<file path="src/rtl/minisys_pkg.sv">
// Shared definitions for the minisys1a boot path: widths, memory address size
// and the state encodings used by the UART program loader.
package minisys_pkg;
    localparam int BYTE_W      = 8;
    localparam int WORD_W      = 32;
    localparam int IMEM_ADDR_W = 14;

    typedef enum logic [2:0] {
        IDLE = 3'd0,
        LEN  = 3'd1,
        DATA = 3'd2,
        DONE = 3'd3,
        ERR  = 3'd4
    } ld_state_t;

    typedef enum logic [1:0] {
        R_IDLE  = 2'd0,
        R_START = 2'd1,
        R_DATA  = 2'd2,
        R_STOP  = 2'd3
    } rx_state_t;
endpackage

</file>
<file path="src/rtl/uart_rx_byte.sv">
// 16x oversampling 8N1 UART receiver; emits one-cycle byte_vld or frm_err
// pulses at the middle of the stop bit.
module uart_rx_byte
    import minisys_pkg::*;
#(
    parameter int TICK_DIV = 1
) (
    input  logic              clk,
    input  logic              rst,
    input  logic              rx,
    output logic [BYTE_W-1:0] data,
    output logic              byte_vld,
    output logic              frm_err
);
    localparam int TW = (TICK_DIV > 1) ? $clog2(TICK_DIV) : 1;

    logic              rx_meta_r, rx_sync_r, rx_prev_r;
    logic [TW-1:0]     tick_cnt_r;
    logic              tick_s;
    rx_state_t         rstate_r, rstate_nxt_s;
    logic [3:0]        samp_cnt_r, samp_nxt_s;
    logic [2:0]        bit_idx_r, bit_nxt_s;
    logic [BYTE_W-1:0] shift_r, shift_nxt_s;
    logic              vld_r, vld_nxt_s, ferr_r, ferr_nxt_s;

    assign tick_s   = (tick_cnt_r == TW'(TICK_DIV - 1));
    assign data     = shift_r;
    assign byte_vld = vld_r;
    assign frm_err  = ferr_r;

    // Synchronise the line (idle-high preset) and run the oversample tick
    always_ff @(posedge clk) begin
        if (!rst) begin
            rx_meta_r  <= 1'b1;
            rx_sync_r  <= 1'b1;
            rx_prev_r  <= 1'b1;
            tick_cnt_r <= '0;
        end else begin
            rx_meta_r  <= rx;
            rx_sync_r  <= rx_meta_r;
            rx_prev_r  <= rx_sync_r;
            tick_cnt_r <= tick_s ? '0 : tick_cnt_r + TW'(1);
        end
    end

    // Receiver state and datapath registers
    always_ff @(posedge clk) begin
        if (!rst) begin
            rstate_r   <= R_IDLE;
            samp_cnt_r <= 4'd0;
            bit_idx_r  <= 3'd0;
            shift_r    <= '0;
            vld_r      <= 1'b0;
            ferr_r     <= 1'b0;
        end else begin
            rstate_r   <= rstate_nxt_s;
            samp_cnt_r <= samp_nxt_s;
            bit_idx_r  <= bit_nxt_s;
            shift_r    <= shift_nxt_s;
            vld_r      <= vld_nxt_s;
            ferr_r     <= ferr_nxt_s;
        end
    end

    // Start qualification at sample 8, then one sample every 16 ticks
    always_comb begin
        rstate_nxt_s = rstate_r;
        samp_nxt_s   = samp_cnt_r;
        bit_nxt_s    = bit_idx_r;
        shift_nxt_s  = shift_r;
        vld_nxt_s    = 1'b0;
        ferr_nxt_s   = 1'b0;
        case (rstate_r)
            R_IDLE: begin
                if (rx_prev_r && !rx_sync_r) begin
                    rstate_nxt_s = R_START;
                    samp_nxt_s   = 4'd0;
                end else begin
                    rstate_nxt_s = R_IDLE;
                end
            end
            R_START: begin
                if (tick_s && (samp_cnt_r == 4'd7)) begin
                    rstate_nxt_s = rx_sync_r ? R_IDLE : R_DATA;
                    samp_nxt_s   = 4'd0;
                    bit_nxt_s    = 3'd0;
                end else if (tick_s) begin
                    samp_nxt_s = samp_cnt_r + 4'd1;
                end else begin
                    samp_nxt_s = samp_cnt_r;
                end
            end
            R_DATA: begin
                if (tick_s && (samp_cnt_r == 4'd15)) begin
                    shift_nxt_s  = {rx_sync_r, shift_r[BYTE_W-1:1]};
                    samp_nxt_s   = 4'd0;
                    bit_nxt_s    = bit_idx_r + 3'd1;
                    rstate_nxt_s = (bit_idx_r == 3'd7) ? R_STOP : R_DATA;
                end else if (tick_s) begin
                    samp_nxt_s = samp_cnt_r + 4'd1;
                end else begin
                    samp_nxt_s = samp_cnt_r;
                end
            end
            R_STOP: begin
                if (tick_s && (samp_cnt_r == 4'd15)) begin
                    vld_nxt_s    = rx_sync_r;
                    ferr_nxt_s   = !rx_sync_r;
                    samp_nxt_s   = 4'd0;
                    rstate_nxt_s = R_IDLE;
                end else if (tick_s) begin
                    samp_nxt_s = samp_cnt_r + 4'd1;
                end else begin
                    samp_nxt_s = samp_cnt_r;
                end
            end
            default: begin
                rstate_nxt_s = R_IDLE;
            end
        endcase
    end
endmodule

</file>
<file path="src/rtl/uart_prog_loader.sv">
// Boot loader: receives a length-prefixed little-endian word image over UART,
// writes it into instruction memory and holds the CPU in reset meanwhile.
module uart_prog_loader
    import minisys_pkg::*;
#(
    parameter int CLK_FREQ = 100000000,
    parameter int BAUD     = 115200,
    parameter int ADDR_W   = IMEM_ADDR_W
) (
    input  logic              clk,
    input  logic              rst,
    input  logic              prog_mode,
    input  logic              uart_rx,
    output logic              imem_we,
    output logic [ADDR_W-1:0] imem_addr,
    output logic [WORD_W-1:0] imem_wdata,
    output logic              cpu_rst,
    output logic              busy,
    output logic              done,
    output logic              err
);
    localparam int TICK_DIV = CLK_FREQ / (BAUD * 16);
    localparam logic [WORD_W-1:0] LEN_MAX = WORD_W'(1) << ADDR_W;

    logic [BYTE_W-1:0] rx_byte_s;
    logic              byte_vld_s, frm_err_s;
    ld_state_t         state_r, state_nxt_s;
    logic [1:0]        byte_cnt_r, byte_cnt_nxt_s;
    logic [WORD_W-1:0] word_r, word_nxt_s, len_r, len_nxt_s, asm_s;
    logic [ADDR_W:0]   idx_r, idx_nxt_s, idx_inc_s;
    logic              pm_prev_r, pm_rise_s, pm_fall_s;
    logic              we_r, we_nxt_s, done_r, done_nxt_s, err_r, err_nxt_s;
    logic              busy_r, busy_nxt_s, cpu_rst_r, cpu_rst_nxt_s;
    logic [ADDR_W-1:0] addr_r, addr_nxt_s;
    logic [WORD_W-1:0] wdata_r, wdata_nxt_s;

    uart_rx_byte #(.TICK_DIV(TICK_DIV)) u_rx (
        .clk      (clk),
        .rst      (rst),
        .rx       (uart_rx),
        .data     (rx_byte_s),
        .byte_vld (byte_vld_s),
        .frm_err  (frm_err_s)
    );

    assign asm_s      = {rx_byte_s, word_r[WORD_W-1:BYTE_W]};
    assign idx_inc_s  = idx_r + (ADDR_W + 1)'(1);
    assign pm_rise_s  = prog_mode && !pm_prev_r;
    assign pm_fall_s  = !prog_mode && pm_prev_r;
    assign imem_we    = we_r;
    assign imem_addr  = addr_r;
    assign imem_wdata = wdata_r;
    assign cpu_rst    = cpu_rst_r;
    assign busy       = busy_r;
    assign done       = done_r;
    assign err        = err_r;

    // Loader state and registered outputs
    always_ff @(posedge clk) begin
        if (!rst) begin
            state_r    <= IDLE;
            byte_cnt_r <= 2'd0;
            word_r     <= '0;
            len_r      <= '0;
            idx_r      <= '0;
            pm_prev_r  <= 1'b0;
            we_r       <= 1'b0;
            addr_r     <= '0;
            wdata_r    <= '0;
            done_r     <= 1'b0;
            err_r      <= 1'b0;
            busy_r     <= 1'b0;
            cpu_rst_r  <= 1'b1;
        end else begin
            state_r    <= state_nxt_s;
            byte_cnt_r <= byte_cnt_nxt_s;
            word_r     <= word_nxt_s;
            len_r      <= len_nxt_s;
            idx_r      <= idx_nxt_s;
            pm_prev_r  <= prog_mode;
            we_r       <= we_nxt_s;
            addr_r     <= addr_nxt_s;
            wdata_r    <= wdata_nxt_s;
            done_r     <= done_nxt_s;
            err_r      <= err_nxt_s;
            busy_r     <= busy_nxt_s;
            cpu_rst_r  <= cpu_rst_nxt_s;
        end
    end

    // Next state, byte-to-word assembly and write strobe generation
    always_comb begin
        state_nxt_s    = state_r;
        byte_cnt_nxt_s = byte_cnt_r;
        word_nxt_s     = word_r;
        len_nxt_s      = len_r;
        idx_nxt_s      = idx_r;
        we_nxt_s       = 1'b0;
        addr_nxt_s     = addr_r;
        wdata_nxt_s    = wdata_r;
        done_nxt_s     = done_r;
        err_nxt_s      = err_r;
        case (state_r)
            IDLE: begin
                if (pm_rise_s) begin
                    state_nxt_s    = LEN;
                    byte_cnt_nxt_s = 2'd0;
                    done_nxt_s     = 1'b0;
                    err_nxt_s      = 1'b0;
                end else begin
                    state_nxt_s = IDLE;
                end
            end
            LEN: begin
                if (pm_fall_s || frm_err_s) begin
                    state_nxt_s = ERR;
                    err_nxt_s   = 1'b1;
                end else if (byte_vld_s) begin
                    word_nxt_s     = asm_s;
                    byte_cnt_nxt_s = byte_cnt_r + 2'd1;
                    if (byte_cnt_r != 2'd3) begin
                        state_nxt_s = LEN;
                    end else if (asm_s == '0) begin
                        state_nxt_s = DONE;
                        done_nxt_s  = 1'b1;
                    end else if (asm_s > LEN_MAX) begin
                        state_nxt_s = ERR;
                        err_nxt_s   = 1'b1;
                    end else begin
                        state_nxt_s = DATA;
                        len_nxt_s   = asm_s;
                        idx_nxt_s   = '0;
                    end
                end else begin
                    state_nxt_s = LEN;
                end
            end
            DATA: begin
                if (pm_fall_s || frm_err_s) begin
                    state_nxt_s = ERR;
                    err_nxt_s   = 1'b1;
                end else if (byte_vld_s && (byte_cnt_r == 2'd3)) begin
                    word_nxt_s     = asm_s;
                    byte_cnt_nxt_s = 2'd0;
                    we_nxt_s       = 1'b1;
                    addr_nxt_s     = idx_r[ADDR_W-1:0];
                    wdata_nxt_s    = asm_s;
                    idx_nxt_s      = idx_inc_s;
                    if (WORD_W'(idx_inc_s) == len_r) begin
                        state_nxt_s = DONE;
                        done_nxt_s  = 1'b1;
                    end else begin
                        state_nxt_s = DATA;
                    end
                end else if (byte_vld_s) begin
                    word_nxt_s     = asm_s;
                    byte_cnt_nxt_s = byte_cnt_r + 2'd1;
                end else begin
                    state_nxt_s = DATA;
                end
            end
            DONE, ERR: begin
                // Level test lets an abort-driven ERR fall through to IDLE next cycle
                if (!prog_mode) begin
                    state_nxt_s = IDLE;
                end else begin
                    state_nxt_s = state_r;
                end
            end
            default: begin
                state_nxt_s = IDLE;
            end
        endcase
        busy_nxt_s    = (state_nxt_s == LEN) || (state_nxt_s == DATA);
        cpu_rst_nxt_s = prog_mode || busy_nxt_s || (state_nxt_s == ERR);
    end
endmodule

</file>
<file path="config.mk">
export PLATFORM = sky130hd
export DESIGN_NAME = uart_prog_loader
export DESIGN_NICKNAME = d
export VERILOG_FILES = /design/src/rtl/minisys_pkg.sv /design/src/rtl/uart_rx_byte.sv /design/src/rtl/uart_prog_loader.sv
export SDC_FILE = /design/constraint.sdc
export NUM_CORES = 1
export LEC_CHECK = 0
export CELL_PAD_IN_SITES_DETAIL_PLACEMENT = 0
export CELL_PAD_IN_SITES_GLOBAL_PLACEMENT = 2
export CORE_MARGIN = 1.5
export CORE_UTILIZATION = 32
export CTS_CLUSTER_DIAMETER = 50
export DETAILED_ROUTE_END_ITERATION = 16
export MAX_ROUTING_LAYER = met4
export PLACE_DENSITY = 0.83
export RECOVER_POWER = 25
export SLEW_MARGIN = 20
export SYNTH_ARGS = -nofsm -noshare
export SYNTH_HDL_FRONTEND = slang
export SYNTH_SLANG_ARGS = --single-unit
</file>
<file path="constraint.sdc">
create_clock -name clk -period 2.4 [get_ports clk]
set_clock_uncertainty 0.15 [all_clocks]
set_input_delay 0.48 -clock clk [delete_from_list [all_inputs] [get_ports clk]]
set_output_delay 0.48 -clock clk [all_outputs]
set_load 0.01 [all_outputs]
</file>
==> impl_metrics.env, run 1 <==
export IMPL_initial_utilization_pct=32.8
export IMPL_grt_max_degree=42
export IMPL_syn_num_nets=811
export IMPL_final_max_slew_viol_count=0
export IMPL_fp_dieW_um=148
export IMPL_rsz0062_at_grt="yes"
export IMPL_cp_end_kind="register"
export IMPL_fill_cells=2040
export IMPL_cp_arrival_ps=2540
export IMPL_first_pass_iters=7
export IMPL_syn_area_um2=6680
export IMPL_gp_congestion=0.789
export IMPL_syn_inst=795
export IMPL_wirelength_um=17400
export IMPL_met3_length_um=343
export IMPL_power_mw=5.74
export IMPL_met1_length_um=8520
export IMPL_synth_top_cell_area_share_pct=46.7
export IMPL_ys_flop_type="dfxtp_1"
export IMPL_whs_ps=183
export IMPL_hold_buffers=0
export IMPL_ant_nets=0
export IMPL_layout_nets=937
export IMPL_clk_pin_slew_ps=60
export IMPL_final_area_um2=8950
export IMPL_vdd_ir_drop_max_mv=0.527
export IMPL_io_pins=55
export IMPL_antenna_cells=0
export IMPL_numClockSinks=156
export IMPL_finalHoldViolations=0
export IMPL_final_setup_viol_count=0
export IMPL_synth_edf_count=0
export IMPL_multi_input_area_um2=3470
export IMPL_cts_made_buffers=17
export IMPL_fmax_mhz=422
export IMPL_syn_avg_cell_area_um2=8.41
export IMPL_final_layout_size_suffix_gt1_share_pct=17.8
export IMPL_drv_cap=0
export IMPL_period_minus_slack_ps=2370
export IMPL_cts_max_path_buffers=2
export IMPL_synth_area_leaders="dfxtp_1 47%, nand2_1 10%, a21oi_1 5.8%"
export IMPL_root_buffer="clkbuf_16"
export IMPL_clk_insertion_delay_late_ps=430
export IMPL_yosys_warnings=0
export IMPL_io_buffer_count=54
export IMPL_vias=5739
export IMPL_h_tree_depth=4
export IMPL_avgViaCountPerCell=4.77
export IMPL_core_um2=20400
export IMPL_gr_total_overflow=0
export IMPL_critPathRequiredTime_ps=2570
export IMPL_worstMarginPinSlew_ps=637
export IMPL_die_area_um2=21800
export IMPL_finalCritPeriodShare_pct=98.8
export IMPL_grt_pass1_vias=5651
export IMPL_placed_area_um2=8180
export IMPL_antenna_found_initial=0
export IMPL_met2WireLength_um=8240
export IMPL_cp_max_fo=4
export IMPL_power_density_nw_per_um2=642
export IMPL_synth_seq_area_share_pct=46.7
export IMPL_leakage_nw=3.52
export IMPL_wl_per_cell_um=14.5
export IMPL_setup_tns_final_ps=0
export IMPL_ys_ff_latch=156
export IMPL_yosysMostFrequentCell="nand2_1"
export IMPL_grt_pass1_wl_um=28400
export IMPL_drc=0
export IMPL_synth_cell_types=61
export IMPL_final_util_pct=44.0
export IMPL_dpl_hpwl_um=12200
export IMPL_seqCellArea_um2=3120
export IMPL_chipHeight_um=148
export IMPL_synth_commonest_cells="180 x nand2_1, 156 x dfxtp_1, 77 x a21oi_1"
export IMPL_dp_cells=1170
export IMPL_pre_cts_ws_ps=-191
export IMPL_top_layer="met4"
export IMPL_num_rows=52
export IMPL_area_growth_pct=34.0
export IMPL_grt_use_total_pct=16.9
export IMPL_crit_type="register to register"
export IMPL_hp_class="input pin to register"
export IMPL_start_kind="register"
export IMPL_yosysTopAreaCell="dfxtp_1"
export IMPL_drt_iter0_drc=229
export IMPL_stdcell_count=1204
export IMPL_relSlewSlack_pct=57.1
export IMPL_ys_async_sr_fraction_pct=0
export IMPL_cts_tree="built"
export IMPL_timing_final_ws_setup_ps=28.7
export IMPL_status="finished clean"
[final timing paths]
kind / from / end / slack (ps) / cells after the start
worst max-delay path: register / cpu_rst / 30 / 8
worst min-delay path: rst / u_rx.rx_meta_r / 180 / 2
worst max register to register: register / cpu_rst / 30 / 8
worst min register to register: u_rx.rx_meta_r / u_rx.rx_sync_r / 270 / 1
[layout make-up]
type                    instances  area share, %
multi-input cells             579           38.8
flip-flops and latches        156           34.9
repair buffers                157           15.4
clock buffers                  19           4.95
well taps                     270           3.77
clock inverters                13           1.83
inverters                      10          0.419
[power by group]
part / switching [mW] / internal [mW] / total [mW]
registers: 0.0191 / 2.61 / 2.63
clock network: 1.11 / 1.67 / 2.78
logic: 0.189 / 0.146 / 0.335
[cell usage in the layout, fill, tap and decap left out, types with 3 or more instances in the layout]
cell type,netlist,final
a211oi_1,6,5
a21boi_0,21,21
a21boi_1,7,7
a21o_1,5,5
a21oi_1,77,76
a31oi_1,9,9
and2_1,4,4
and3_1,19,19
and4_1,3,3
buf_12,0,5
buf_4,0,97
bufinv_16,0,3
clkbuf_16,0,17
clkdlybuf4s50_1,0,14
clkinv_2,0,3
dfxtp_1,156,155
dlygate4sd3_1,0,39
ha_1,12,11
inv_1,9,9
inv_6,0,3
mux2i_1,16,16
nand2_1,180,180
nand2b_1,5,5
nand3_1,22,21
nand3_2,2,3
nand4_1,9,9
nor2_1,45,44
nor2b_1,23,23
nor3_1,15,13
nor4_1,9,6
nor4_2,4,3
nor4_4,0,4
o21ai_0,18,19
xnor2_1,18,18
xor2_1,11,11
[worst max-delay path: stages (launching register included)]
cell and delay (ps):
dfxtp_1 330, nor4_4 350, a41oi_2 160, buf_4 190, or4b_4 540, a311oi_4 270
nand2_1 120, a21oi_2 110, nor2_1 50
[per-layer routing]
layer | GRT usage, % | vias to the layer above
li1 | - | 2976
met3 | 2.62 | 19
met1 | 21.7 | 2680
met5 | - | -
met2 | 26.8 | 64
met4 | 6.15 | 0
[kinds of logic after synthesis]
logic type | after synthesis | share of synthesized area, %
buffers and inverters | 60 | 3.65
flip-flops | 156 | 46.7
AND/OR/NAND/NOR | 354 | 25.6
AO/OA/AOI/OAI | 168 | 15.6
multiplexers | 16 | 2.40
XOR/XNOR | 29 | 3.80
adder cells (fa/ha/maj) | 12 | 2.25
[repair_timing]
action,CTS,global route
endpoints found under the setup margin,14,49
setup buffers,0,2
gates cloned,0,0
gates resized for setup,8,18
hold endpoints to repair,0,0
pin swaps,0,10
(Power assumes the default switching activity.)
==> run 2: changes to the inputs <==
--- a/config.mk
+++ b/config.mk
@@ -5,6 +5,7 @@
 export SDC_FILE = /design/constraint.sdc
 export NUM_CORES = 1
 export LEC_CHECK = 0
+export ABC_CLOCK_PERIOD_IN_PS = 2400
 export CELL_PAD_IN_SITES_DETAIL_PLACEMENT = 0
 export CELL_PAD_IN_SITES_GLOBAL_PLACEMENT = 2
 export CORE_MARGIN = 1.5
==> results of run 2 <==
Final layout, timing and power as in run 1 (identical DEF).
==> run 3: changes to the inputs <==
--- a/config.mk
+++ b/config.mk
@@ -8,6 +8,7 @@
 export ABC_CLOCK_PERIOD_IN_PS = 2400
 export CELL_PAD_IN_SITES_DETAIL_PLACEMENT = 0
 export CELL_PAD_IN_SITES_GLOBAL_PLACEMENT = 2
+export CORE_ASPECT_RATIO = 1.5
 export CORE_MARGIN = 1.5
 export CORE_UTILIZATION = 32
 export CTS_CLUSTER_DIAMETER = 50
==> run 3 against run 2 <==
  * Non-clock buffer count rose by 3
  * Final cell count down 0.25%
  * Sequential share of layout area is 0.21 points lower
  * Clock power barely moved
  * Fmax shrank 0.15%
  * Core utilization increased by 0.20 points
  * Count of clock-buffer cells in the layout stayed put
  * Via count rose by 2.8%
  * Global-route usage rose by 0.48 points
  * Hold slack improved by 78 ps
  * Setup slack got worse by 3.7 ps
  * Critical path depth did not move
  * Critical path type unchanged
==> impl_metrics.env, run 3 (synthesis gave the netlist of run 1 again) <==
export IMPL_cts_made_buffers=17
export IMPL_antenna_found_initial=0
export IMPL_slowest_delay_ps=540
export IMPL_root_buffer="clkbuf_16"
export IMPL_dp_cells=1168
export IMPL_grt_use_total_pct=17.3
export IMPL_grt_max_degree=77
export IMPL_layout_nets=940
export IMPL_initial_utilization_pct=32.7
export IMPL_power_density_nw_per_um2=634
export IMPL_cp_arrival_ps=2550
export IMPL_stdcell_count=1201
export IMPL_io_buffer_count=54
export IMPL_dpl_hpwl_um=12700
export IMPL_chipHeight_um=180
export IMPL_power_mw=5.72
export IMPL_gp_congestion=0.842
export IMPL_wl_per_cell_um=14.9
export IMPL_io_pins=55
export IMPL_critPathRequiredTime_ps=2570
export IMPL_h_tree_depth=4
export IMPL_critical_path_endpoint="cpu_rst"
export IMPL_cpMaxStageDelayCell="or4b_4"
export IMPL_drc=0
export IMPL_crit_path_cell_trace="nor4_4 > nand4_1 > buf_4 > or4b_4 > a311oi_4 > nand2_1 > a21oi_2 > nor2_1"
export IMPL_worstMarginPinSlew_ps=1360
export IMPL_hold_buffers=0
export IMPL_cts_max_path_buffers=2
export IMPL_grt_pass1_wl_um=29100
export IMPL_finalHoldViolations=0
export IMPL_fp_dieW_um=121
export IMPL_rrSetupSlack_ps=30
export IMPL_gr_total_overflow=0
export IMPL_first_pass_iters=4
export IMPL_period_minus_slack_ps=2370
export IMPL_avgViaCountPerCell=4.91
export IMPL_fmax_mhz=421
export IMPL_layout_commonest_cell="nand2_1"
export IMPL_relSlewSlack_pct=9.16
export IMPL_numClockSinks=156
export IMPL_final_layout_size_suffix_gt1_share_pct=18.5
export IMPL_setup_tns_final_ps=0
export IMPL_core_um2=20400
export IMPL_ant_nets=0
export IMPL_cp_max_fo=3
export IMPL_cts_tree="built"
export IMPL_reg2reg_to="cpu_rst"
export IMPL_drt_iter0_drc=224
export IMPL_clk_insertion_delay_late_ps=420
export IMPL_grt_pass1_vias=5835
export IMPL_clk_pin_slew_ps=70
export IMPL_finalCritPeriodShare_pct=99.0
export IMPL_layout_common_cells="180 x nand2_1, 152 x dfxtp_1, 96 x buf_4, 76 x a21oi_1, 45 x nor2_1"
export IMPL_rsz0062_at_grt="yes"
export IMPL_crit_type="register to register"
export IMPL_final_setup_viol_count=0
export IMPL_status="finished clean"
export IMPL_final_max_slew_viol_count=0
export IMPL_cp_end_kind="register"
export IMPL_ff2ff_path_depth=8
export IMPL_start_kind="register"
export IMPL_vias=5900
export IMPL_wirelength_um=17900
export IMPL_num_rows=64
export IMPL_hp_class="register to register"
export IMPL_die_area_um2=21800
export IMPL_antenna_cells=0
export IMPL_area_growth_pct=34.9
export IMPL_drv_cap=0
export IMPL_vdd_ir_drop_max_mv=0.451
export IMPL_leakage_nw=3.56
-- run 3: timing repair --
| action | in CTS | in global routing |
|---|---|---|
| setup endpoints to repair | 30 | 9 |
| pin swaps | 6 | 9 |
| buffers inserted | 0 | 1 |
| resized for setup | 14 | 18 |
-- run 3: metrics by stage --
stage               setup slack (ps)  utilization (%)  hold slack (ps)  instance area, µm²
floorplan                       44.9                -              236                6680
global placement                -179             40.4              252                8250
detailed placement              -196             40.4              256                8250
CTS                             1.07             43.8              269                8950
global route                   -71.0             44.2              281                9020
finish                          25.0             44.2              261                9020
-- run 3: where the power goes --
part	leakage [nW]	total, mW	switching (mW)	internal, mW
logic	2.00	0.316	0.183	0.134
clock network	0.290	2.76	1.10	1.67
registers	1.26	2.64	0.0255	2.61
-- run 3: routing by layer --
layer  vias to the layer above  share of wire (%)  global-route usage [%]
met2                        69                 54                    31.6
li1                       2998                  -                       -
met5                         -                  0                       -
met4                         0                2.2                    6.49
met3                        26                2.0                    2.51
met1                      2807                 42                    18.7
-- run 3: final cells by class --
cell class              instances  area [µm²]
clock inverters                13         163
well taps                     264         330
multi-input cells             579        3490
repair buffers                160        1430
inverters                      10        37.5
fillers                      2112       11400
flip-flops and latches        156        3130
clock buffers                  19         443
-- run 3: how the worst min path moves through the flow --
stage | startpoint | to | slack [ps] | cells past startpoint
floorplan | u_rx.rx_meta_r | u_rx.rx_sync_r | 240 | 1
global placement | u_rx.rx_meta_r | u_rx.rx_sync_r | 250 | 1
detailed placement | u_rx.rx_meta_r | u_rx.rx_sync_r | 260 | 1
CTS | u_rx.rx_meta_r | u_rx.rx_sync_r | 270 | 1
global route | u_rx.rx_meta_r | u_rx.rx_sync_r | 280 | 1
finish | u_rx.rx_meta_r | u_rx.rx_sync_r | 260 | 1
-- run 3: critical path, delay by kind of cell (launching register included) --
family | cells | cell delay, ps
DFF | 1 | 340
and+or+nand+nor | 5 | 1170
AOI/OAI and AO/OA | 2 | 430
buffers and inverters | 1 | 190
